[src/rtl/dpram_port_arbiter.sv]
// rtl/dpram_port_arbiter.sv - dual round-robin arbiter sharing one dpram between NREQ requesters
// Write and read ports arbitrate independently; same-address read is held back a cycle behind the write.
module dpram_port_arbiter #(
    parameter int NREQ = 2,
    parameter int AW   = 10,
    parameter int DW   = 32,
    parameter int CNTW = 16
) (
    input  logic               clk_i,
    input  logic               rst_ni,
    input  logic [NREQ-1:0]    req_valid_i,
    input  logic [NREQ-1:0]    req_we_i,
    input  logic [NREQ*AW-1:0] req_addr_i,
    input  logic [NREQ*DW-1:0] req_wdata_i,
    output logic [NREQ-1:0]    req_ready_o,
    output logic [NREQ-1:0]    rsp_valid_o,
    output logic [DW-1:0]      rsp_rdata_o,
    output logic               mem_wen_o,
    output logic [AW-1:0]      mem_waddr_o,
    output logic [DW-1:0]      mem_d_in_o,
    output logic               mem_ren_o,
    output logic [AW-1:0]      mem_raddr_o,
    input  logic [DW-1:0]      mem_d_out_i,
    output logic [CNTW-1:0]    conflict_cnt_o
);

    localparam int PW = (NREQ > 1) ? $clog2(NREQ) : 1;
    localparam logic [PW-1:0] PTR_RST = PW'(NREQ - 1);

    logic [PW-1:0]   wptr_q, wptr_d;
    logic [PW-1:0]   rptr_q, rptr_d;
    logic [PW-1:0]   rsp_owner_q, rsp_owner_d;
    logic            rsp_vld_q, rsp_vld_d;
    logic [CNTW-1:0] cnt_q, cnt_d;

    logic [NREQ-1:0] w_cand, r_cand;
    logic [PW:0]     w_sel, r_sel;
    logic            w_found, r_found;
    logic [PW-1:0]   w_idx, r_idx;
    logic [AW-1:0]   w_addr, r_addr;
    logic [DW-1:0]   w_data;
    logic            collision, w_gnt, r_gnt;

    // Scan from ptr+1 downward-overwriting so the nearest candidate after ptr wins.
    function automatic logic [PW:0] rr_pick(input logic [NREQ-1:0] cand,
                                            input logic [PW-1:0]   ptr);
        logic [PW:0] res;
        int          j;
        res = '0;
        for (int k = NREQ; k >= 1; k--) begin
            j = (int'(ptr) + k) % NREQ;
            if (cand[j]) res = {1'b1, PW'(j)};
        end
        return res;
    endfunction

    always_comb begin
        w_cand  = req_valid_i & req_we_i;
        r_cand  = req_valid_i & ~req_we_i;
        w_sel   = rr_pick(w_cand, wptr_q);
        r_sel   = rr_pick(r_cand, rptr_q);
        w_found = w_sel[PW];
        r_found = r_sel[PW];
        w_idx   = w_sel[PW-1:0];
        r_idx   = r_sel[PW-1:0];
        w_addr  = req_addr_i[int'(w_idx)*AW +: AW];
        w_data  = req_wdata_i[int'(w_idx)*DW +: DW];
        r_addr  = req_addr_i[int'(r_idx)*AW +: AW];

        // The write always wins a same-address collision, so the retried read sees the new data.
        collision = w_found && r_found && (r_addr == w_addr);
        w_gnt     = w_found && rst_ni;
        r_gnt     = r_found && !collision && rst_ni;

        for (int i = 0; i < NREQ; i++) begin
            req_ready_o[i] = (w_gnt && (w_idx == PW'(i))) || (r_gnt && (r_idx == PW'(i)));
        end

        mem_wen_o   = w_gnt;
        mem_waddr_o = w_gnt ? w_addr : '0;
        mem_d_in_o  = w_gnt ? w_data : '0;
        mem_ren_o   = r_gnt;
        mem_raddr_o = r_gnt ? r_addr : '0;

        wptr_d      = w_gnt ? w_idx : wptr_q;
        rptr_d      = r_gnt ? r_idx : rptr_q;
        rsp_vld_d   = r_gnt;
        rsp_owner_d = r_gnt ? r_idx : rsp_owner_q;
        cnt_d       = cnt_q;
        if (collision && (cnt_q != {CNTW{1'b1}})) cnt_d = cnt_q + 1'b1;
    end

    always_ff @(posedge clk_i or negedge rst_ni) begin
        if (!rst_ni) begin
            wptr_q      <= PTR_RST;
            rptr_q      <= PTR_RST;
            rsp_owner_q <= '0;
            rsp_vld_q   <= 1'b0;
            cnt_q       <= '0;
        end else begin
            wptr_q      <= wptr_d;
            rptr_q      <= rptr_d;
            rsp_owner_q <= rsp_owner_d;
            rsp_vld_q   <= rsp_vld_d;
            cnt_q       <= cnt_d;
        end
    end

    always_comb begin
        for (int i = 0; i < NREQ; i++) begin
            rsp_valid_o[i] = rsp_vld_q && (rsp_owner_q == PW'(i));
        end
        rsp_rdata_o    = rsp_vld_q ? mem_d_out_i : '0;
        conflict_cnt_o = cnt_q;
    end

endmodule

[config.mk]
export PLATFORM = sky130hd
export DESIGN_NAME = dpram_port_arbiter
export DESIGN_NICKNAME = d
export VERILOG_FILES = /design/src/rtl/dpram_port_arbiter.sv
export SDC_FILE = /design/constraint.sdc
export NUM_CORES = 1
export LEC_CHECK = 0
export ABC_AREA = 1
export CAP_MARGIN = 15
export CORE_ASPECT_RATIO = 0.6
export CORE_MARGIN = 5
export CORE_UTILIZATION = 35
export DETAILED_ROUTE_END_ITERATION = 7
export GPL_TIMING_DRIVEN = 1
export PLACE_DENSITY_LB_ADDON = 0.3
export SETUP_SLACK_MARGIN = 0.15
export SKIP_CTS_REPAIR_TIMING = 1
export SYNTH_ARGS = -nofsm -noshare
export SYNTH_HDL_FRONTEND = slang
export SYNTH_SLANG_ARGS = --single-unit
[constraint.sdc]
create_clock -name clk_i -period 3.25 [get_ports clk_i]
set_clock_uncertainty 0.1 [all_clocks]
set_input_delay 0.65 -clock clk_i [delete_from_list [all_inputs] [get_ports clk_i]]
set_output_delay 0.65 -clock clk_i [all_outputs]
set_load 0.01 [all_outputs]
# After elaboration in Yosys (flattened, before gate mapping)
# Index checks and enable logic that the tools add are counted.
# classes
n_addsub	5
multipliers	2
div_mod_pow	0
magnitude_cmp	4
n_eq_ne	2
n_shift	3
muxes	20
bitwise_logic	10
reduce_logical	15
# op_table
op	n
$mux 32	2
$shiftx 64x7->32	1
$shiftx 20x6->10	2
$mux 10	2
$add 16x1->16 const B	1
$ne 16x16->1 const B	1
$logic_and 1x1->1	12
$lt 2x3->1 const B	4
$mux 1	12
$eq 10x10->1	1
$mul 1x3->4 const B	2
$mux 2	4
$add 1x1->1 const B	4
$and 1x1->1 const A	4
$and 2x2->2	2
$not 1->1	3
$logic_or 1x1->1	2
$not 2->2	1
$logic_not 1->1	1
# totals
regBits	20
latch_bits	0
ram_bits	0
rom_bits	0
elab_cells	66
n_memories	0

# Depth between registers and ports, before layout
# logic_depth
depth_word	16
depth_mapped	16
ltp_nobuf	15

# Least setup slack after synthesis
# Ideal clock, no wire load.
# synth_path
path_kind	input -> output
start	input port req_valid_i[1]
end	output port mem_raddr_o[0]
arrival_ns	2.079
required_ns	2.500
path_slack_ns	0.421
cell_stages	15
n_path_buf	2
path_cell_list	inv_2 > nor2_4 > nand2_2 > buf_6 > nand2_1 > nand2_1 > nand2_1 > nand2_1 > nor2_1 > nand2_2 > nor2_8 > nand2_4 > nand3_2 > buf_6 > nor2_2
# synth_via
elab_chain_len	14
word_cells_on_any_way	29
# synth_rtl
item	line_no	text
start, declared	11	input logic [NREQ-1:0] req_valid_i,
$and 2x2->2 (on tied branches)	59, 58	
$mux 1 (implied by the code) (3 in a row)	52	if (cand[j]) res = {1'b1, PW'(j)};
$mux 2 (2 in a row)	52	
$mul 1x3->4 (on tied branches)	68, 66	
$shiftx 20x6->10 (on tied branches)	68, 66	
$eq 10x10->1	71	collision = w_found && r_found && (r_addr == w_addr);
$logic_and 1x1->1	71	
$logic_not 1->1	73	r_gnt = r_found && !collision && rst_ni;
$logic_and 1x1->1 (2 in a row)	73	
$mux 10 (*)	83	mem_raddr_o = r_gnt ? r_addr : '0;
end, declared	22	output logic [AW-1:0] mem_raddr_o,
# Mark *: on every way between the ends. The rest lies on a longest branch, timed or not. The select of a mux whose other input is x is not followed.

# Final worst setup path
# layout_path
start	input port req_we_i[1]
end	output port mem_ren_o
# layout_via
elab_chain_len	14
word_cells_on_any_way	29
# layout_rtl
item	line_no	text
start, declared	12	input logic [NREQ-1:0] req_we_i,
$not 2->2	59	r_cand = req_valid_i & ~req_we_i;
$and 2x2->2	59	
$mux 1 (implied by the code) (3 in a row)	52	
$mux 2 (2 in a row)	52	
$mul 1x3->4	68	r_addr = req_addr_i[int'(r_idx)*AW +: AW];
$shiftx 20x6->10	68	
$eq 10x10->1	71	
$logic_and 1x1->1	71	
$logic_not 1->1	73	
$logic_and 1x1->1 (*) (2 in a row)	73	
end, declared	21	output logic mem_ren_o,
# Marked as above.

==> results <==
- The flow ran to the end, but the final reports show violations.
- The final reports fail on negative setup slack.
- The worst-case vdd ir drop is 0.200 mV.
- Across the run, the number of max-cap violations was 0.
- The final cell count without fillers is 932.
- Synthesis inferred 20 register bits.
- In the synthesized netlist the dominant register cell turns out to be sky130_fd_sc_hd__dfrtp_1.
- The die covers 10400 um2.
- In the finished design, the share of the clock period the worst path needs comes to 102%.
- The clock insertion delay at the later pin of the skew report is 0.25 ns.
- On the worst path, the slowest cell contributes a delay of 0.52 ns.
- The vias after detailed routing is 4850.
- The critical path data arrival time is 2.55 ns.
- The first TritonRoute pass finished after 6 iterations.
- Along the worst path, the maximum fanout reaches 4.
- The share of flip-flops with an asynchronous set or reset after synthesis is 100%.
- Synthesis produced a netlist whose cell count is 532.
- Setup violations remaining at the end of the flow were counted as 11.
- CTS placed an instance of sky130_fd_sc_hd__clkbuf_16 at the clock tree root.
- The worst setup path is captured at a primary output.
- Data on the critical path is required at its endpoint by 2.50 ns.
- Power spread over the standard cell area amounts to 215 nW/um2.
- Once placement finished, the instance area stood at 5750 um2.
- The post-route worst hold slack is 0.386 ns.
- After the first detailed-routing iteration, the DRC count stood at 406.
- The maximum clock path buffer count is 2.
- The via count of the first global-routing pass is 4445.
- The floorplan has 25 rows.
- The type of the worst setup path is in2out.
- The detail-routed net length per standard cell is 18.4 um.
- The total count of hold-check failures in the final report is 0.
- The initial antenna violation count came to 4.
- The net count after synthesis is 655.
- Setup repair after global routing could not meet its margin everywhere.
- The global-route congestion overflow total is 0.
- For the pin with the worst max-slew slack, the measured transition is 0.643 ns.
- The initial standard-cell utilization of the core is 36.6%.
- The clock network fraction of total power is 23.8%.
- The pin count of the biggest net entering global routing is 35.
- The path type of the worst min-delay path is reg2reg.
- The signal on the critical path passes through buf_6 -> buf_6 -> o21ai_0 -> nand2_1 -> a21oi_2 -> nand4_1 -> nor2_4 -> nor2_4 -> buf_4 -> clkbuf_2.
- The number of placed instances with taps included is 908.
- The post-route standard cell area excluding fillers is 6660 um2.
- The slowest cell on the critical path is sky130_fd_sc_hd__o21ai_0.
- The final wirelength is 17.2 mm.
- The number of filler instances in the final layout is 519.
- The average vias per placed instance is 5.20.
- The synthesized netlist occupies a cell area of 2940 um2.
- The worst register-to-register path begins at wptr_q.
- The number of enable-type register cells in the synthesized netlist is 0.
- The clock slew at the register clock pins of the worst setup and hold paths is 0.06 ns.
- The number of nets still failing antenna checks after routing is 0.
- The smallest clock period supported by the final layout is computed as 3.30 ns.
- The number of slew-limit violations in the final report is 0.
- The launch instance of the worst min-delay path is rptr_q.
- For this run, the number of Yosys warnings is 0.
- Synthesis instantiated 30 different standard cells from the library.
- Measured on the finished design, the core utilization comes to 82.8%.
- Across all setup checks in the final design, the least slack found is -0.0509 ns.
- The post-route DRC violation count is 0.
- The total internal power is 0.932 mW.
- Global routing consumed, over all layers together, 27.0% of the routing resources.
- The power share of the combinational group is 57.6%.
- Of the total power, the share spent switching nets is 35.0%.
- During placement, the flow inserted port buffers numbering 227.
- The highest clock frequency the design can meet is 0.303 GHz.
- The TritonCTS clock tree is done.
- The wire-length estimate of the detail-placed layout is 12.3 mm.
- The clock sink total is 20.
- At the end of the flow, the number of nets in the layout was 948.
- TritonCTS created 3 clock buffers.
- The width of the chip is 128 um.
- The average instance area after synthesis is 5.53 um2.
- The fraction of final layout cells with drive strength greater than 1 is 25.7%.
- Registers are responsible for 18.6% of the overall power.
- The global-route wire length before repair is 22.4 mm.
- Headroom to the max-slew limit came out at 56.7%.
- The floorplan core area is 8040 um2.
- The area growth from synthesis to layout is 126%.
- In this run the number of H-tree levels came out at 1.
- The weighted congestion at the end of routability-driven global placement is 0.954.
- Sequential cells were found to cover 17.1% of the synthesized design area.
- The vertical extent of the die is 81.0 um.
- The critical path startpoint category is an input pin.
- The reported leakage power is 4.07 nW.
- The number of ports placed on the die boundary is 228.
- The analysis attributes to net switching a power of 0.501 mW.
- The number of antenna diodes is 0.
- The critical path starts at req_we_i[1].
## cell type report
class	instances	area (um2)	area share (%)
Clock buffer	3	75.1	1.13
Clock inverter	1	30.0	0.451
Inverter	92	348	5.22
Multi-Input combinational cell	400	2390	35.8
Sequential cell	20	503	7.55
Tap cell	108	135	2.03
Timing Repair Buffer	308	3180	47.8
## path summary, 6_finish.rpt
path	to	slack, ns	depth (start not counted)
max	mem_ren_o	-0.05	10
min	rptr_q	0.39	2
max reg2reg	conflict_cnt_o[12]	0.77	12
min reg2reg	rptr_q	0.39	2
max in group asynchronous	conflict_cnt_o[12]	1.99	3
min in group asynchronous	conflict_cnt_o[7]	0.65	2
## critical path, delay by kind of cell
family | cells | cell delay, ns
AOI/OAI and AO/OA | 2 | 0.72
buffers and inverters | 4 | 0.46
and+or+nand+nor | 4 | 0.71
## metal layers
metal,global-route usage [%],share of wire (%),vias up,wire length (um)
met5,0,0.27,-,46
li1,-,-,2257,-
met3,12.7,14,57,2430
met4,3.71,2.7,8,464
met1,32.8,36,2221,6110
met2,44.8,47,307,8120
## cells in the final DEF (no fill, tap or decap), types with 7 or more instances in the layout
cell type,netlist,routed
sky130_fd_sc_hd__a22o_1,32,32
sky130_fd_sc_hd__buf_4,3,60
sky130_fd_sc_hd__buf_6,3,19
sky130_fd_sc_hd__clkbuf_16,0,8
sky130_fd_sc_hd__clkdlybuf4s50_1,0,160
sky130_fd_sc_hd__dfrtp_1,18,18
sky130_fd_sc_hd__dlymetal6s2s_1,0,50
sky130_fd_sc_hd__inv_1,88,84
sky130_fd_sc_hd__inv_2,4,7
sky130_fd_sc_hd__nand2_1,213,162
sky130_fd_sc_hd__nand2_2,4,45
sky130_fd_sc_hd__nand2_4,1,10
sky130_fd_sc_hd__nand3_1,54,43
sky130_fd_sc_hd__nand3_2,3,7
sky130_fd_sc_hd__nand3_4,2,9
sky130_fd_sc_hd__nand4_1,18,18
sky130_fd_sc_hd__nor2_1,38,29
sky130_fd_sc_hd__nor2_4,1,17
## synth_stat cells, types with 3 or more instances
cell                       number  area (um2)
sky130_fd_sc_hd__a22o_1        32         280
sky130_fd_sc_hd__buf_2          3        15.0
sky130_fd_sc_hd__buf_4          3        22.5
sky130_fd_sc_hd__buf_6          3        33.8
sky130_fd_sc_hd__clkbuf_1      11        41.3
sky130_fd_sc_hd__dfrtp_1       18         450
sky130_fd_sc_hd__inv_1         88         330
sky130_fd_sc_hd__inv_2          4        15.0
sky130_fd_sc_hd__nand2_1      213         800
sky130_fd_sc_hd__nand2_2        4        25.0
sky130_fd_sc_hd__nand3_1       54         270
sky130_fd_sc_hd__nand3_2        3        30.0
sky130_fd_sc_hd__nand4_1       18         113
sky130_fd_sc_hd__nor2_1        38         143
sky130_fd_sc_hd__nor2_2        12        75.1
sky130_fd_sc_hd__nor2_8         3        60.1
sky130_fd_sc_hd__nor3_1         5        25.0
sky130_fd_sc_hd__xnor2_1        3        26.3
## state kept, by name (all words and copies together) (netlist names)
| name | flops |
|---|---|
| wptr_q | 1 |
| rsp_owner_q | 1 |
| rptr_q | 1 |
| rsp_vld_q | 1 |
| conflict_cnt_o | 16 |
## metrics by stage
step	worst slack [ns]	TNS [ns]	total power, mW
detailed placement	-0.809	-29.10	0.953
global placement	-0.696	-27.18	0.943
global route	-0.141	-0.970	1.50
finish	-0.0509	-0.222	1.43
floorplan	0.421	0	0.540
CTS	-0.810	-29.55	1.30
## power by group through the flow
stage,Combinational (mW),Sequential (mW),Clock [mW]
2_1_floorplan,0.270,0.270,0
3_3_place_gp,0.671,0.271,0
3_5_place_dp,0.682,0.271,0
4_1_cts,0.686,0.267,0.346
5_1_grt,0.882,0.268,0.355
6_report,0.825,0.267,0.342
## cell families after synthesis
kind of cell / share of synthesized area (%)
and+or+nand+nor: 54.8
buffers and inverters: 15.6
AOI/OAI and AO/OA: 10.7
DFF: 17.1
xor gates and xnor gates: 1.49
adders and majority gates: 0.425
(Power assumes the default switching activity.)
